File: config.mk
export PLATFORM = sky130hd
export DESIGN_NAME = aes_valu_sequencer
export DESIGN_NICKNAME = d
export VERILOG_FILES = /design/src/rtl/vector_alu_pkg.sv /design/src/rtl/aes_valu_sequencer.sv
export SDC_FILE = /design/constraint.sdc
export NUM_CORES = 1
export LEC_CHECK = 0
export ABC_AREA = 1
export CORE_AREA = 2 2 303 305
export CTS_BUF_LIST = sky130_fd_sc_hd__clkbuf_4 sky130_fd_sc_hd__clkbuf_8 sky130_fd_sc_hd__clkbuf_16
export DETAILED_ROUTE_END_ITERATION = 7
export DIE_AREA = 0 0 305 307
export PLACE_DENSITY = 0.53
export SLEW_MARGIN = 20
export SYNTH_ARGS = -nofsm -noshare
export SYNTH_HDL_FRONTEND = slang
export SYNTH_SLANG_ARGS = --single-unit
export TNS_END_PERCENT = 5
File: constraint.sdc
create_clock -name clk -period 18.1 [get_ports clk]
set_input_delay 1.81 -clock clk [delete_from_list [all_inputs] [get_ports clk]]
set_output_delay 1.81 -clock clk [all_outputs]
set_load 0.02 [all_outputs]
File: src/rtl/vector_alu_pkg.sv
// Shared definitions for the vector ALU and the AES sequencer that drives it:
// ALU op codes, the AES round constants, the sequencer FSM states and the
// GF(2^8) helpers used by the byte-wise ALU ops.
package vector_alu_pkg;

    typedef enum logic [3:0] {
        VALU_XOR         = 4'd0,
        VALU_ROT         = 4'd1,
        VALU_SUBBYTES    = 4'd2,
        VALU_KEYSCHE     = 4'd3,
        VALU_SHIFTROWS   = 4'd4,
        VALU_MIX_COLUMNS = 4'd5
    } valu_op_e;

    typedef enum logic [3:0] {
        S_IDLE,
        S_ARK0,
        S_KS_ROT,
        S_KS_SUB,
        S_KS_XOR,
        S_SB,
        S_SR,
        S_MC,
        S_DONE
    } seq_state_e;

    // Round constant, indexed by round number 1..10; lives in the top byte of a key word.
    localparam logic [7:0] AES_RCON [1:10] = '{
        8'h01, 8'h02, 8'h04, 8'h08, 8'h10, 8'h20, 8'h40, 8'h80, 8'h1b, 8'h36
    };

    function automatic logic [7:0] xtime(input logic [7:0] x);
        return {x[6:0], 1'b0} ^ (x[7] ? 8'h1b : 8'h00);
    endfunction

    function automatic logic [7:0] gf_mul(input logic [7:0] a, input logic [7:0] b);
        logic [7:0] p;
        logic [7:0] x;
        p = '0;
        x = a;
        for (int i = 0; i < 8; i++) begin
            if (b[i]) p = p ^ x;
            x = xtime(x);
        end
        return p;
    endfunction

    // S-box: multiplicative inverse as x^254 (square-and-multiply), then the affine map.
    function automatic logic [7:0] aes_sbox(input logic [7:0] x);
        logic [7:0] sq;
        logic [7:0] inv;
        sq  = x;
        inv = 8'h01;
        for (int i = 0; i < 7; i++) begin
            sq  = gf_mul(sq, sq);
            inv = gf_mul(inv, sq);
        end
        return inv ^ {inv[6:0], inv[7]} ^ {inv[5:0], inv[7:6]}
                   ^ {inv[4:0], inv[7:5]} ^ {inv[3:0], inv[7:4]} ^ 8'h63;
    endfunction

    // Rotate a 32-bit lane left by n bits.
    function automatic logic [31:0] rotl32(input logic [31:0] x, input logic [4:0] n);
        logic [63:0] d;
        d = {x, x} << n;
        return d[63:32];
    endfunction

endpackage

File: src/rtl/aes_valu_sequencer.sv
// AES-128 encrypt sequencer. Issues one vector ALU op per cycle and captures the
// combinational result at the end of that cycle; the round key is expanded on the
// fly just before each round uses it.
module aes_valu_sequencer
    import vector_alu_pkg::*;
#(
    parameter int WIDTH   = 128,
    parameter int NROUNDS = 10
) (
    input  logic             clk,
    input  logic             rst,
    input  logic             in_valid,
    output logic             in_ready,
    input  logic [WIDTH-1:0] in_key,
    input  logic [WIDTH-1:0] in_block,
    output logic             out_valid,
    input  logic             out_ready,
    output logic [WIDTH-1:0] out_block,
    output logic             busy,
    output logic [3:0]       round_idx,
    output logic [WIDTH-1:0] valu_op1,
    output logic [WIDTH-1:0] valu_op2,
    output logic [3:0]       valu_ctrl,
    input  logic [WIDTH-1:0] valu_result
);

    localparam logic [3:0]       LAST_ROUND = 4'(NROUNDS);
    localparam logic [WIDTH-1:0] ROT_BYTE   = WIDTH'(8);

    seq_state_e       state_q, state_d;
    logic [WIDTH-1:0] st_q, st_d;
    logic [WIDTH-1:0] key_q, key_d;
    logic [WIDTH-1:0] tmp_q, tmp_d;
    logic [3:0]       round_idx_q, round_idx_d;
    logic [WIDTH-1:0] out_block_q, out_block_d;
    logic             out_valid_q, out_valid_d;

    assign in_ready  = (state_q == S_IDLE);
    assign busy      = ~in_ready;
    assign out_valid = out_valid_q;
    assign out_block = out_block_q;
    assign round_idx = round_idx_q;

    // State and datapath registers.
    always_ff @(posedge clk or posedge rst) begin
        if (rst) begin
            state_q     <= S_IDLE;
            st_q        <= '0;
            key_q       <= '0;
            tmp_q       <= '0;
            round_idx_q <= '0;
            out_block_q <= '0;
            out_valid_q <= 1'b0;
        end else begin
            state_q     <= state_d;
            st_q        <= st_d;
            key_q       <= key_d;
            tmp_q       <= tmp_d;
            round_idx_q <= round_idx_d;
            out_block_q <= out_block_d;
            out_valid_q <= out_valid_d;
        end
    end

    // Next state, ALU op issue and result capture.
    always_comb begin
        state_d     = state_q;
        st_d        = st_q;
        key_d       = key_q;
        tmp_d       = tmp_q;
        round_idx_d = round_idx_q;
        out_block_d = out_block_q;
        out_valid_d = out_valid_q;
        valu_op1    = '0;
        valu_op2    = '0;
        valu_ctrl   = VALU_XOR;
        case (state_q)
            S_IDLE: begin
                if (in_valid) begin
                    st_d    = in_block;
                    key_d   = in_key;
                    state_d = S_ARK0;
                end
            end
            S_ARK0: begin
                valu_ctrl   = VALU_XOR;
                valu_op1    = st_q;
                valu_op2    = key_q;
                st_d        = valu_result;
                round_idx_d = 4'd1;
                state_d     = S_KS_ROT;
            end
            S_KS_ROT: begin
                valu_ctrl = VALU_ROT;
                valu_op1  = key_q;
                valu_op2  = ROT_BYTE;
                tmp_d     = valu_result;
                state_d   = S_KS_SUB;
            end
            S_KS_SUB: begin
                valu_ctrl = VALU_SUBBYTES;
                valu_op1  = tmp_q;
                valu_op2  = {{(WIDTH-32){1'b0}}, AES_RCON[round_idx_q], 24'h0};
                tmp_d     = valu_result;
                state_d   = S_KS_XOR;
            end
            S_KS_XOR: begin
                valu_ctrl = VALU_KEYSCHE;
                valu_op1  = key_q;
                valu_op2  = {{(WIDTH-32){1'b0}}, tmp_q[31:0]};
                key_d     = valu_result;
                state_d   = S_SB;
            end
            S_SB: begin
                valu_ctrl = VALU_SUBBYTES;
                valu_op1  = st_q;
                st_d      = valu_result;
                state_d   = S_SR;
            end
            S_SR: begin
                // The last round has no MixColumns, so its round key rides on ShiftRows.
                valu_ctrl = VALU_SHIFTROWS;
                valu_op1  = st_q;
                valu_op2  = (round_idx_q == LAST_ROUND) ? key_q : '0;
                st_d      = valu_result;
                state_d   = (round_idx_q == LAST_ROUND) ? S_DONE : S_MC;
            end
            S_MC: begin
                valu_ctrl   = VALU_MIX_COLUMNS;
                valu_op1    = st_q;
                valu_op2    = key_q;
                st_d        = valu_result;
                round_idx_d = round_idx_q + 4'd1;
                state_d     = S_KS_ROT;
            end
            S_DONE: begin
                // First DONE cycle loads the output register; it then holds until taken.
                if (!out_valid_q) begin
                    out_block_d = st_q;
                    out_valid_d = 1'b1;
                end else if (out_ready) begin
                    out_valid_d = 1'b0;
                    round_idx_d = '0;
                    state_d     = S_IDLE;
                end
            end
            default: state_d = S_IDLE;
        endcase
    end

endmodule

==> impl_metrics.ini, run 1 <==
[yosys]
avgSynthCellArea_sq_um = 7.00
synth_seq_cells = 521
ys_warn_count = 0
synth_nets = 4318
syn_inst = 3923
yosysSeqAreaShare = 0.475
syn_area_sq_um = 27500
yosysUniqueCellTypes = 28

[place]
gp_congestion = 0.874
pre_cts_ws_ps = 11690
dp.cells = 5660
placed_area_sq_um = 35900
dpl.hpwl_um = 83100
numPortBuffers = 781

[drt]
wl_um = 125000
via_per_inst = 4.83
dr.pass1.iters = 5
ant_nets = 0
vias = 27967
drt_iter0_drc = 2199
drc = 0
wl_per_cell_um = 21.5

[timing]
hold_viol = 0
drv_slew = 0
fin_ws_ps = 11150
fmax_mhz = 144
fin_tns_setup_ps = 0
finalSetupViolCount = 0
fin_crit_sh = 0.384
slew_headroom = 0.269
period_needed_ps = 6950
skew_ps = 21.4
rsz0062_at_grt = false
tightest_slew_ps = 1100

[critical_path]
crit_path_max_incr_delay_ps = 900
critical-path-slowest-cell = buf_4
crit_top_cell = buf_4
startpoint_type = flop
end_kind = output port
crit_required_ps = 16290
arrival_ps = 5140
crit_fanout = 177
worstSetupPathType = reg -> out
path_cells = nand3_4 -> buf_4 -> nand2_4 -> buf_12 -> buf_4 -> a22oi_1 -> nand2_1 -> clkdlybuf4s50_1

[grt]
first_global_vias = 27286
top_usage_layer = met2
grt_use_total = 0.260
grt_max_degree = 178
antenna_found_initial = 31
gr-usage-met1 = 0.340
overflow = 0
grt.met3_usage = 0.0584
global_route.usage.met2 = 0.413
grt_pass1_wl_um = 183000

[floorplanning]
core_area_sq_um = 90700
die_h_um = 307
pin_count = 783
die_w_um = 305
initial_core_util = 0.303
dieArea_sq_um = 93600
row_count = 111

[layout]
drive_gt1_frac = 0.0432
final_area_sq_um = 38000
stdcell_count = 5792
fin_nets = 4932
syn2layout_area_growth_pct = 38.5

[cts]
root_buffer = clkbuf_16
cts_hold_buf = 0
cts_sinks = 521
cts_resized = 0
cts_tree = done
path_clk_slew_ps = 60
postCtsSetupBuffers = 0
numCtsBuffers = 61
cts_htree_levels = 2
clockBufferDepth = 3
insertion_delay_ps = 620

[run_status]
run_status = finished clean

[power]
finalPower_w = 0.00726
power.density_nw_per_um2 = 191
irDropWorstVdd_v = 0.000274
power.leakage_nw = 18.8

[worst_hold_path]
hold_class = reg -> reg

[job]
maxCapViolCount = 0
[state kept, by name, summed over array words and instances, names as in the netlist]
signal / cells
out_valid: 1
st_q: 128
round_idx: 4
state_q: 4
key_q: 128
tmp_q: 128
out_block: 128
[cell usage in the layout (no fill, tap or decap), types with 2 or more instances in the layout]
cell type and count:
o21ai_0 259, inv_6 3, nor2_4 4, buf_12 4, clkdlybuf4s50_1 781, a21oi_1 7, o211ai_1 6, o21ai_2 30
ha_1 7, clkbuf_16 61, nand3_1 303, inv_2 5, a22oi_1 53, nor2_1 21, nand2_4 4, or2_2 2
buf_4 27, nor2_2 3, clkinvlp_4 2, dfrtp_1 521, o21ai_1 194, clkbuf_8 19, clkbuf_4 18, inv_1 369
diode_2 24, nand3_4 2, clkinv_2 6, nand2_1 1860, buf_6 2
[worst max-delay path, delay by kind of cell (launching register included)]
| kind | cells | cell delay [ps] |
|---|---|---|
| buf+inv | 4 | 2720 |
| simple gates | 3 | 840 |
| flops | 1 | 570 |
| compound gates | 1 | 220 |
[synthesized netlist by cell type (all sizes together)]
master     n  area share
nand2   1865        0.26
conb       1     0.00014
a21oi      7      0.0013
or2        3     0.00068
clkinv     1     0.00014
buf      166       0.030
ha         7      0.0032
o211ai     6      0.0016
and2       1     0.00023
nand3    305       0.056
nor2      28      0.0045
nand4      1     0.00023
inv      377       0.052
xor2       1     0.00032
dfrtp    521        0.47
clkbuf    97       0.013
o21ai    483       0.092
a22oi     53       0.014
[cell families after synthesis]
kind of cell,synth area share
buf+inv,0.0954
xor+xnor,0.000319
compound gates,0.110
other cells,0.000137
flops,0.475
fa+ha+maj,0.00319
simple gates,0.316
[routing by layer]
metal	share of wire	routed length [um]
met2	0.46	57800
met1	0.43	53300
met3	0.071	8820
met4	0.039	4810
met5	0.00028	35
[through the flow]
step / hold slack, ps / utilization
after floorplan: 453 / -
after global placement: 466 / 0.396
after detailed placement: 473 / 0.396
after CTS: 488 / 0.418
after global routing: 504 / 0.419
final: 484 / 0.419
[power by group]
| group | leakage [nW] | internal (W) | switching, W |
|---|---|---|---|
| Combinational | 11.2 | 0.00135 | 0.00258 |
| Clock | 1.01 | 0.000734 | 0.000515 |
| Sequential | 6.65 | 0.00162 | 0.000475 |
| Total | 18.8 | 0.00370 | 0.00357 |
[final timing paths]
path / startpoint / to / cells past startpoint / slack (ps)
worst min register to register: tmp_q[93] / tmp_q[93] / 2 / 480
worst max-delay path: state_q[1] / valu_op1[43] / 8 / 11150
max in group asynchronous: rst / st_q[104] / 4 / 14160
min in group asynchronous: rst / out_block[58] / 2 / 1650
worst min-delay path: tmp_q[93] / tmp_q[93] / 2 / 480
worst max register to register: state_q[1] / st_q[58] / 9 / 13670
[cell type report]
| cell class | instances | area, sq um |
|---|---|---|
| Clock buffer | 98 | 1920 |
| Clock inverter | 10 | 83.8 |
| Multi-Input combinational cell | 2761 | 11900 |
| Timing Repair Buffer | 814 | 8120 |
| Inverter | 378 | 1440 |
| Sequential cell | 521 | 13000 |
| Antenna cell | 24 | 60.1 |
| Tap cell | 1186 | 1480 |
| Fill cell | 9502 | 52700 |
(Power assumes the default switching activity.)
==> run 2, diff against run 1 <==
==> constraint.sdc (replaced) <==
create_clock -name clk -period 7.28 [get_ports clk]
set_input_delay 0.728 -clock clk [delete_from_list [all_inputs] [get_ports clk]]
set_output_delay 0.728 -clock clk [all_outputs]
set_load 0.02 [all_outputs]
==> run 2 against run 1 <==
Against the previous run: global-route usage hardly changed; critical path depth is 2 lower; clock power grew to 2.6 times the previous value; cell count is 0.17% higher; first-iteration DRC count is 7.7% higher; routed wire length is 0.60% higher; critical path type unchanged.
==> impl_metrics.ini, run 2 (synthesis gave the netlist of run 1 again) <==
[run_status]
run_status = finished clean

[layout]
layout_commonest_cell = nand2_1
syn2layout_area_growth_pct = 38.9
stdcell_count = 5802
drive_gt1_frac = 0.0451
final_cell_mix = 1860 x nand2_1, 781 x clkdlybuf4s50_1, 521 x dfrtp_1, 369 x inv_1, 303 x nand3_1
fin_nets = 4938

[grt]
first_global_vias = 27097
antenna_found_initial = 32
grt_pass1_wl_um = 183000
grt.met3_usage = 0.0715
overflow = 0
top_usage_layer = met2
grt_max_degree = 158
global_route.usage.met2 = 0.410
grt_use_total = 0.260
gr-usage-met1 = 0.331

[cts]
postCtsSetupBuffers = 0
path_clk_slew_ps = 60
cts_tree = done
numCtsBuffers = 61
insertion_delay_ps = 630
cts_htree_levels = 2
cts_sinks = 521
cts_hold_buf = 0
clockBufferDepth = 3
root_buffer = clkbuf_16
cts_resized = 0

[critical_path]
end_kind = output port
crit_fanout = 64
crit_required_ps = 6550
arrival_ps = 4490
crit_path_max_incr_delay_ps = 950
startpoint_type = flop
path_cells = nand3_4 -> nand2_4 -> buf_4 -> nand2_1 -> o211ai_1 -> clkdlybuf4s50_1
worstSetupPathType = reg -> out
critical-path-slowest-cell = nand2_4

[power]
irDropWorstVdd_v = 0.000516
finalPower_w = 0.0182
power.density_nw_per_um2 = 477
power.leakage_nw = 18.9

[place]
pre_cts_ws_ps = 2730
gp_congestion = 0.887
numPortBuffers = 781
dp.cells = 5666
dpl.hpwl_um = 83800

[timing]
slew_headroom = 0.248
tightest_slew_ps = 1130
fmax_mhz = 192
skew_ps = 17.4
drv_slew = 0
fin_crit_sh = 0.716
hold_viol = 0
fin_ws_ps = 2070
rsz0062_at_grt = false
fin_tns_setup_ps = 0
period_needed_ps = 5210
finalSetupViolCount = 0

[drt]
via_per_inst = 4.83
ant_nets = 0
wl_um = 126000
dr.pass1.iters = 6
drt_iter0_drc = 2368
vias = 28042
drc = 0
wl_per_cell_um = 21.6

[floorplanning]
row_count = 111
die_w_um = 305
dieArea_sq_um = 93600
die_h_um = 307
initial_core_util = 0.303
core_area_sq_um = 90700
pin_count = 783

[worst_hold_path]
hold_class = reg -> reg

[job]
maxCapViolCount = 0
-- run 2: changes by cell type in the layout (fill, tap and decap cells not counted), sizes merged --
cell    before  now
buf         33   39
clkinv       6   10
bufinv       1    4
clkbuf      98   95
diode       24   25
inv        379  378
-- run 2: stage by stage --
stage,hold slack (ps),cell area [sq um],util
floorplan,453,27500,-
global placement,467,36000,0.397
detailed placement,473,36000,0.397
CTS,488,38100,0.420
global route,497,38100,0.421
finish,484,38100,0.421
-- run 2: final timing paths --
check / to / from / slack [ps] / cells after the start
max in group asynchronous: st_q[113] / rst / 4740 / 4
max: valu_op1[24] / state_q[1] / 2070 / 6
min reg2reg: tmp_q[68] / tmp_q[68] / 480 / 2
min: tmp_q[68] / tmp_q[68] / 480 / 2
max reg2reg: st_q[54] / state_q[1] / 2940 / 7
min in group asynchronous: key_q[65] / rst / 620 / 2
-- run 2: layout make-up --
cell class	count	area (sq um)
tap	1186	1480
fill	9440	52500
clock buffer	95	1890
antenna	25	62.6
clock inverter	16	186
sequential	521	13000
multi-input combinational	2761	11900
inverter	378	1440
timing repair buffer	820	8170
-- run 2: power by group --
part	internal, W	switching (W)
sequential	0.00402	0.00106
combinational	0.00335	0.00657
clock	0.00192	0.00130
total	0.00929	0.00893
-- run 2: critical path, delay by kind of cell (launching register included) --
kind | cells | cell delay (ps)
and+or+nand+nor | 3 | 1630
AOI/OAI and AO/OA | 1 | 120
buffers and inverters | 2 | 1350
DFF | 1 | 580
-- run 2: layer usage --
metal / routed length [um] / share of wire / vias up
met3: 10400 / 0.083 / 233
li1: - / - / 13474
met1: 51700 / 0.41 / 13237
met5: 79 / 0.00063 / -
met2: 58000 / 0.46 / 1086
met4: 5330 / 0.042 / 12
==> run 3, diff against run 2 <==
==> constraint.sdc (replaced) <==
create_clock -name clk -period 4.81 [get_ports clk]
set_input_delay 0.481 -clock clk [delete_from_list [all_inputs] [get_ports clk]]
set_output_delay 0.481 -clock clk [all_outputs]
set_load 0.02 [all_outputs]
==> run 3 against run 2 <==
Against the previous run: clock power grew 59%; cell count grew 0.33%; clock skew grew 14 ps; first-iteration DRC count shrank 8.7%; largest cell class unchanged; largest power group unchanged.
==> impl_metrics.ini, run 3 (synthesis gave the netlist of run 1 again) <==
[critical_path]
arrival_ps = 3610
crit_required_ps = 4330
crit_path_max_incr_delay_ps = 620
path_cells = nor2_2 -> nand2_4 -> buf_12 -> o21ai_1 -> inv_1 -> nand2_1 -> clkdlybuf4s50_1
worstSetupPathType = reg -> out
startpoint_type = flop
critical-path-slowest-cell = clkdlybuf4s50_1
crit_fanout = 161
end_kind = output port

[cts]
root_buffer = clkbuf_16
insertion_delay_ps = 600
cts_tree = done
numCtsBuffers = 67
path_clk_slew_ps = 60
cts_hold_buf = 0
clockBufferDepth = 3
cts_sinks = 521
cts_htree_levels = 3
postCtsSetupBuffers = 0
cts_resized = 0

[place]
gp_congestion = 0.873
dp.cells = 5678
dpl.hpwl_um = 84800
numPortBuffers = 781
placed_area_sq_um = 36300

[floorplanning]
pin_count = 783
dieArea_sq_um = 93600
row_count = 111
core_area_sq_um = 90700
die_w_um = 305
initial_core_util = 0.303
die_h_um = 307

[drt]
drc = 0
via_per_inst = 4.84
vias = 28190
wl_per_cell_um = 21.7
drt_iter0_drc = 2162
ant_nets = 0
wl_met1_um = 53100
routed-wl-met3_um = 9430
wl_um = 126000
dr.max_layer_used = met5
route.met2.wl_um = 58800
dr.pass1.iters = 7

[power]
power.leakage_nw = 19.1
irDropWorstVdd_v = 0.000708
finalPower_w = 0.0280
power.density_nw_per_um2 = 726

[grt]
antenna_found_initial = 28
grt_use_total = 0.262
overflow = 0
grt_pass1_wl_um = 185000
grt_max_degree = 162
first_global_vias = 27563

[timing]
slew_headroom = 0.225
period_needed_ps = 4090
skew_ps = 31.6
hold_viol = 0
fin_crit_sh = 0.851
finalSetupViolCount = 0
drv_slew = 0
rsz0062_at_grt = false
tightest_slew_ps = 1160
fmax_mhz = 244

[job]
maxCapViolCount = 0

[run_status]
run_status = finished clean

[layout]
final_cell_mix = 1860 x nand2_1, 780 x clkdlybuf4s50_1, 521 x dfrtp_1, 369 x inv_1, 303 x nand3_1
layout_commonest_cell = nand2_1
drive_gt1_frac = 0.0494
fin_nets = 4957
syn2layout_area_growth_pct = 40.5
stdcell_count = 5821
final_area_sq_um = 38600
final_core_util = 0.425

[worst_hold_path]
hold_class = in -> async
==> run 3: final timing paths <==
| check | depth (start not counted) | startpoint | endpoint | slack, ps |
|---|---|---|---|---|
| worst max-delay path | 7 | state_q[1] | valu_op2[3] | 720 |
| worst min-delay path | 2 | rst | tmp_q[55] | 390 |
| worst max register to register | 8 | state_q[1] | key_q[104] | 1610 |
| worst min register to register | 2 | tmp_q[120] | tmp_q[120] | 480 |
| max in group asynchronous | 4 | rst | out_block[19] | 3180 |
| min in group clk | 2 | tmp_q[120] | tmp_q[120] | 480 |
==> run 3: final cells by class <==
class | count | area, sq um
clock inverters | 19 | 170
fillers | 9351 | 52100
repair buffers | 833 | 8460
multi-input cells | 2761 | 11900
clock buffers | 99 | 2050
well taps | 1186 | 1480
flip-flops and latches | 521 | 13000
inverters | 378 | 1440
diodes | 24 | 60.1
==> run 3: through the flow <==
stage,setup slack [ps],hold slack (ps),TNS (ps)
2_1_floorplan,-2750,453,-1432340
3_3_place_gp,1390,468,0
3_5_place_dp,1430,473,0
4_1_cts,791,373,0
5_1_grt,577,412,0
6_report,716,387,0
==> run 3: report_power, final <==
part	switching (W)	total [W]	internal (W)	leakage (nW)
logic	0.00995	0.0152	0.00525	11.3
registers	0.00165	0.00773	0.00609	6.65
clock network	0.00207	0.00509	0.00302	1.12
==> run 3: worst max-delay path: cells and delay by family, from the launching register on <==
family,cells,cell delay (ps)
buffers and inverters,3,1040
and+or+nand+nor,3,690
AOI/OAI and AO/OA,1,520
DFF,1,510
==> run 3: layer usage <==
layer | up-vias | global-route usage
met5 | - | 0
met2 | 1077 | 0.422
met1 | 13385 | 0.339
met4 | 10 | 0.111
li1 | 13497 | -
met3 | 221 | 0.0603
